**config.mk**
```make
export PLATFORM = sky130hd
export DESIGN_NAME = trace_feeder
export DESIGN_NICKNAME = d
export VERILOG_FILES = /design/src/rtl/cache_pkg.sv /design/src/rtl/cmd_fifo.sv /design/src/rtl/trace_feeder.sv
export SDC_FILE = /design/constraint.sdc
export NUM_CORES = 1
export LEC_CHECK = 0
export ABC_AREA = 1
export CAP_MARGIN = 20
export CORE_ASPECT_RATIO = 0.8
export CORE_MARGIN = 1
export CORE_UTILIZATION = 40
export CTS_CLUSTER_DIAMETER = 150
export DETAILED_ROUTE_END_ITERATION = 6
export PLACE_DENSITY = 0.68
export SLEW_MARGIN = 20
export SYNTH_ARGS = -nofsm -noshare
export SYNTH_HDL_FRONTEND = slang
export SYNTH_SLANG_ARGS = --single-unit
```
**constraint.sdc**
```tcl
create_clock -name clk -period 7.7 [get_ports clk]
set_clock_uncertainty 0.05 [all_clocks]
set_input_delay 0.77 -clock clk [delete_from_list [all_inputs] [get_ports clk]]
set_output_delay 0.77 -clock clk [all_outputs]
set_load 0.03 [all_outputs]
```
**src/rtl/cache_pkg.sv**
```systemverilog
// cache_pkg: shared widths, opcodes, feeder states and opcode legality check
package cache_pkg;
  localparam int CMD_W = 36;
  localparam int ADDR_W = 32;
  localparam int OP_W = 4;
  typedef enum logic [OP_W-1:0] {
    OP_RD    = 4'd0,
    OP_WR    = 4'd1,
    OP_IF    = 4'd2,
    OP_INV   = 4'd3,
    OP_SNOOP = 4'd4,
    OP_CLR   = 4'd8,
    OP_PRINT = 4'd9
  } op_e;
  typedef enum logic [2:0] {ST_IDLE, ST_RUN, ST_DRAIN, ST_FLUSH, ST_DONE} feeder_state_e;
  function automatic logic op_legal(input logic [OP_W-1:0] op);
    return op inside {OP_RD, OP_WR, OP_IF, OP_INV, OP_SNOOP, OP_CLR, OP_PRINT};
  endfunction
endpackage

```
**src/rtl/cmd_fifo.sv**
```systemverilog
// cmd_fifo: circular command buffer with a registered head word
module cmd_fifo import cache_pkg::*; #(
  parameter int DEPTH = 8,
  parameter int W = CMD_W
) (
  input  logic         clk,
  input  logic         rst_n,
  input  logic         i_push,
  input  logic [W-1:0] i_wdata,
  input  logic         i_pop,
  output logic [W-1:0] o_head,
  output logic         o_full,
  output logic         o_empty
);
  localparam int AW = $clog2(DEPTH);
  logic [W-1:0] r_mem [DEPTH];
  logic [AW-1:0] r_wp, r_rp;
  logic [AW:0] r_cnt;
  logic [W-1:0] r_head;
  logic [AW-1:0] w_rp_n;
  logic [AW:0] w_cnt_n;
  logic w_do_push, w_do_pop;
  assign o_full = r_cnt == (AW+1)'(DEPTH);
  assign o_empty = r_cnt == '0;
  assign o_head = r_head;
  assign w_do_pop = i_pop && !o_empty;
  assign w_do_push = i_push && !o_full;
  assign w_rp_n = r_rp + AW'(w_do_pop);
  assign w_cnt_n = r_cnt + (AW+1)'(w_do_push) - (AW+1)'(w_do_pop);
  always_ff @(posedge clk)
    if (w_do_push) r_mem[r_wp] <= i_wdata;
  // The head register tracks the entry at the next read pointer; a word written
  // into a FIFO that is about to be empty bypasses the memory.
  always_ff @(posedge clk or negedge rst_n)
    if (!rst_n) begin
      r_wp <= '0;
      r_rp <= '0;
      r_cnt <= '0;
      r_head <= '0;
    end else begin
      if (w_do_push) r_wp <= r_wp + AW'(1);
      r_rp <= w_rp_n;
      r_cnt <= w_cnt_n;
      r_head <= (w_cnt_n == '0) ? '0 :
                (w_do_push && r_cnt == (AW+1)'(w_do_pop)) ? i_wdata : r_mem[w_rp_n];
    end
endmodule

```
**src/rtl/trace_feeder.sv**
```systemverilog
// trace_feeder: filters trace commands, queues them to the cache and closes with a print
module trace_feeder import cache_pkg::*; #(
  parameter int DEPTH = 8
) (
  input  logic              clk,
  input  logic              reset_n,
  input  logic              in_valid,
  output logic              in_ready,
  input  logic [CMD_W-1:0]  in_cmd,
  input  logic              in_last,
  output logic              out_valid,
  input  logic              out_ready,
  output logic [CMD_W-1:0]  out_cmd,
  output logic [31:0]       issued_cnt,
  output logic [15:0]       drop_cnt,
  output logic              done
);
  feeder_state_e r_state, w_state_n;
  logic [31:0] r_issued;
  logic [15:0] r_drop;
  logic [ADDR_W-1:0] r_last_addr;
  logic [CMD_W-1:0] w_head;
  logic w_full, w_empty, w_in_hs, w_legal, w_push, w_pop;
  assign w_legal = op_legal(in_cmd[CMD_W-1:ADDR_W]);
  assign w_in_hs = in_valid && in_ready;
  assign w_push = w_in_hs && w_legal;
  assign w_pop = out_ready && !w_empty;
  assign in_ready = r_state == ST_RUN && !w_full;
  assign out_valid = r_state == ST_FLUSH || !w_empty;
  assign out_cmd = r_state == ST_FLUSH ? {OP_PRINT, r_last_addr} : w_head;
  assign issued_cnt = r_issued;
  assign drop_cnt = r_drop;
  assign done = r_state == ST_DONE;
  cmd_fifo #(.DEPTH(DEPTH), .W(CMD_W)) u_fifo (
    .clk(clk),
    .rst_n(reset_n),
    .i_push(w_push),
    .i_wdata(in_cmd),
    .i_pop(w_pop),
    .o_head(w_head),
    .o_full(w_full),
    .o_empty(w_empty)
  );
  always_comb begin
    w_state_n = r_state;
    case (r_state)
      ST_IDLE:  w_state_n = ST_RUN;
      ST_RUN:   w_state_n = (w_in_hs && in_last) ? ST_DRAIN : ST_RUN;
      ST_DRAIN: w_state_n = w_empty ? ST_FLUSH : ST_DRAIN;
      ST_FLUSH: w_state_n = out_ready ? ST_DONE : ST_FLUSH;
      default:  w_state_n = r_state;
    endcase
  end
  always_ff @(posedge clk or negedge reset_n)
    if (!reset_n) begin
      r_state <= ST_IDLE;
      r_issued <= '0;
      r_drop <= '0;
      r_last_addr <= '0;
    end else begin
      r_state <= w_state_n;
      if (w_pop) r_issued <= r_issued + 32'd1;
      if (w_in_hs && !w_legal && r_drop != 16'hFFFF) r_drop <= r_drop + 16'd1;
      if (w_push) r_last_addr <= in_cmd[ADDR_W-1:0];
    end
endmodule

```
==> metrics.md <==
| Metric | Value |
|---|---|
| Crit path time final | 4.66 ns |
| Sw power | 0.00301 W |
| CP Max Fanout | 37 |
| All-layer global routing usage | 0.191 |
| DR DRC count | 0 |
| CORE AREA | 44700 um^2 |
| Share of power burned in combinational logic | 0.395 |
| Area grow syn2layout | 18.4% |
| Period utilisation layout | 0.606 |
| CTS tree | built |
| WP data arrival | 3.84 ns |
| Mapped cell area | 18200 um^2 |
| DIE WIDTH | 241 um |
| YS warnings | 0 |
| Syn Area/Cell | 9.71 um^2 |
| Net Sw Frac | 0.384 |
| Clock share of power | 0.272 |
| Clock sinks | 417 |
| Setup crit end kind | primary output |
| Die height | 193 um |
| Setup Viol. Count Final | 0 |
| RD Place Congestion | 0.844 |
| Tightest Pin Transition | 1.07 ns |
| CP Class | register to primary output |
| Share of post-route cells with drive strength above 1 | 0.0671 |
| Fillers | 4096 |
| Mapped Nets | 1932 |
| Final Slew Violations | 0 |
| Internal power | 0.00484 W |
| Max Cap Viol | 0 |
| Grt ovf | 0 |
| CP Cell Sequence | inv_2 -> nand3_2 -> inv_2 -> nand2_1 -> nand2_1 -> clkdlybuf4s50_1 |
| Layout Cells excl Fill | 2631 |
| Row count | 69 |
| Antenna diodes | 0 |
| Cts repair resizes | 0 |
| CTS Buffer Depth | 3 |
| # nets final | 2046 |
| Die area | 46500 um^2 |
| Initial Utilization | 0.408 |
| Multi-input gate area | 5570 um^2 |
| Antenna violations before repair | 0 |
| RSZ-0062 raised after global routing | no |
| Post-synthesis cell type count | 32 |
| Worst EP required | 6.88 ns |
| Sequential fraction of the synthesis area | 0.651 |
| Fin. Hold Viols | 0 |
| CP Launch Point | r_state[2] |
| Register area | 11900 um^2 |
| Io pins | 128 |
| Synth Instances | 1879 |
| Slowest cell on crit path | inv_2 |
| Pin count of the biggest net entering global routing | 89 |
| Avg Vias per Cell | 4.94 |
| Hold crit path type | primary input to async pin |
| LEAKAGE | 9.25 nW |
| Critical path's largest stage delay | 1.03 ns |
| Post-CTS setup buffers | 0 |
| Worst-skew pair later-pin latency | 0.55 ns |
| Relative slew slack | 0.282 |
| PD cells | 363 nW/um^2 |
| Family with the most delay on the worst path | buffers and inverters |
| First-pass GRT wire length | 68800 um |
| Final TNS setup | 0 ns |
| CTS HTree Levels | 2 |
| Clock transition at path regs | 0.06 ns |
| DR vias | 13000 |
| Hold-fix buffers, CTS | 0 |
| DR iter-0 viols | 979 |
| Power Total | 0.00786 W |
| EDFF count, synth | 288 |
| Status | finished clean |
| Antenna-violating nets left | 0 |
| Final wirelength | 44000 um |
| Highest clock rate | 0.214 GHz |
| Critical path buffer and inverter count | 3 |
| Max IR drop VDD | 0.432 mV |
| Placed Cells | 2549 |
| Seq pwr share | 0.333 |
| 1st-pass router iterations | 5 |
| Number of global-route vias before repair | 12500 |
| CTS root buf | clkbuf_16 |
| Synth Flop Type | edfxtp_1 |
| Seq cells post-synth | 417 |
| Setup crit start kind | register |
| Wire per inst | 16.7 um |
| PortBufs | 127 |
| DPL Wire Length | 25700 um |
| Worst R2R Start | u_fifo.r_cnt[1] |
| FFs w/ async S/R, synth | 0.309 |
| TritonCTS Buffers | 44 |
sequential cells by signal, indices dropped and copies added (netlist names):
| register | count |
|---|---|
| u_fifo.r_mem | 288 |
| issued_cnt | 32 |
| u_fifo.r_rp | 3 |
| u_fifo.o_head | 36 |
| r_last_addr | 32 |
| u_fifo.r_cnt | 4 |
| drop_cnt | 16 |
| u_fifo.r_wp | 3 |
| r_state | 3 |
area by class of cell:
| cell class | count | area share |
|---|---|---|
| Clock inverter | 21 | 0.0104 |
| Tap cell | 603 | 0.0349 |
| Clock buffer | 60 | 0.0580 |
| Timing Repair Buffer | 149 | 0.0665 |
| Sequential cell | 417 | 0.550 |
| Inverter | 130 | 0.0228 |
| Multi-Input combinational cell | 1251 | 0.258 |
metrics by stage:
step / worst slack (ns) / utilization / cell area, um^2 / hold slack (ns)
floorplan: 3.33 / - / 18200 / 0.405
global placement: 3.11 / 0.450 / 20100 / 0.416
detailed placement: 3.04 / 0.450 / 20100 / 0.417
CTS: 2.94 / 0.483 / 21600 / 0.252
global route: 2.81 / 0.483 / 21600 / 0.284
finish: 3.04 / 0.483 / 21600 / 0.233
final timing paths:
check	depth (start not counted)	end	slack, ns
max in group asynchronous	2	issued_cnt[18]	6.18
min reg2reg	2	r_last_addr[5]	0.43
max	6	out_cmd[30]	3.04
max reg2reg	15	u_fifo.o_head[7]	3.42
min	1	issued_cnt[21]	0.23
min in group clk	2	r_last_addr[5]	0.43
synth_stat cells, drive strengths merged, types with 2 or more instances:
master | number | area, um^2
ha | 11 | 138
nand2 | 799 | 3000
xnor2 | 16 | 148
o21ai | 38 | 258
buf | 55 | 289
nand3b | 3 | 22.5
nor3 | 9 | 45.0
inv | 130 | 488
nand4 | 19 | 119
nand3 | 224 | 1130
a21oi | 3 | 15.0
xor2 | 18 | 158
dfrtp | 129 | 3230
nor2 | 104 | 405
and2 | 2 | 12.5
edfxtp | 288 | 8650
or2 | 2 | 12.5
clkbuf | 26 | 97.6
power by group through the flow:
stage | clock network, W | logic [W] | registers [W]
detailed placement | 0 | 0.00310 | 0.00266
CTS | 0.00217 | 0.00312 | 0.00262
floorplan | 0 | 0.00216 | 0.00268
global route | 0.00226 | 0.00351 | 0.00263
finish | 0.00214 | 0.00310 | 0.00262
global placement | 0 | 0.00305 | 0.00266
placed cells by master, fill, tap and decap left out, types with 4 or more instances in the layout:
cell,n
buf_4,22
bufinv_16,4
clkbuf_1,8
clkbuf_16,45
clkbuf_8,7
clkdlybuf4s50_1,126
clkinv_1,5
clkinv_2,7
dfrtp_1,129
edfxtp_1,288
ha_1,9
inv_1,123
inv_2,5
nand2_1,798
nand3_1,222
nand4_1,19
nor2_1,98
nor3_2,6
o21ai_0,5
o21ai_1,15
o21ai_2,18
xnor2_1,15
xor2_1,18
routing by layer:
| metal | part of all wire | wire, um | GRT usage | vias to the layer above |
|---|---|---|---|---|
| li1 | - | - | - | 6345 |
| met1 | 0.45 | 19800 | 0.265 | 6172 |
| met2 | 0.47 | 20600 | 0.314 | 403 |
| met3 | 0.062 | 2720 | 0.0293 | 67 |
| met4 | 0.019 | 852 | 0.0504 | 0 |
| met5 | 0 | 0 | 0 | - |
cells by family after synthesis:
group | count (synthesis) | synth area share
fa+ha+maj | 12 | 0.00864
compound gates | 43 | 0.0158
flops | 417 | 0.651
buf+inv | 211 | 0.0479
simple gates | 1162 | 0.260
xor+xnor | 34 | 0.0167
worst register-to-register path, stage by stage, from the launching register on:
cell	delay, ns
dfrtp_1	0.44
nor2_1	0.22
nand2_1	0.17
nand2_1	0.33
inv_1	0.20
ha_4	0.91
inv_4	0.63
buf_4	0.55
nand2_1	0.16
nand3_1	0.08
nand2_1	0.12
nand2_1	0.05
nand2_1	0.12
nand2_1	0.06
inv_1	0.07
nor2_1	0.04
Note: power is estimated with default switching activity, not from simulation.
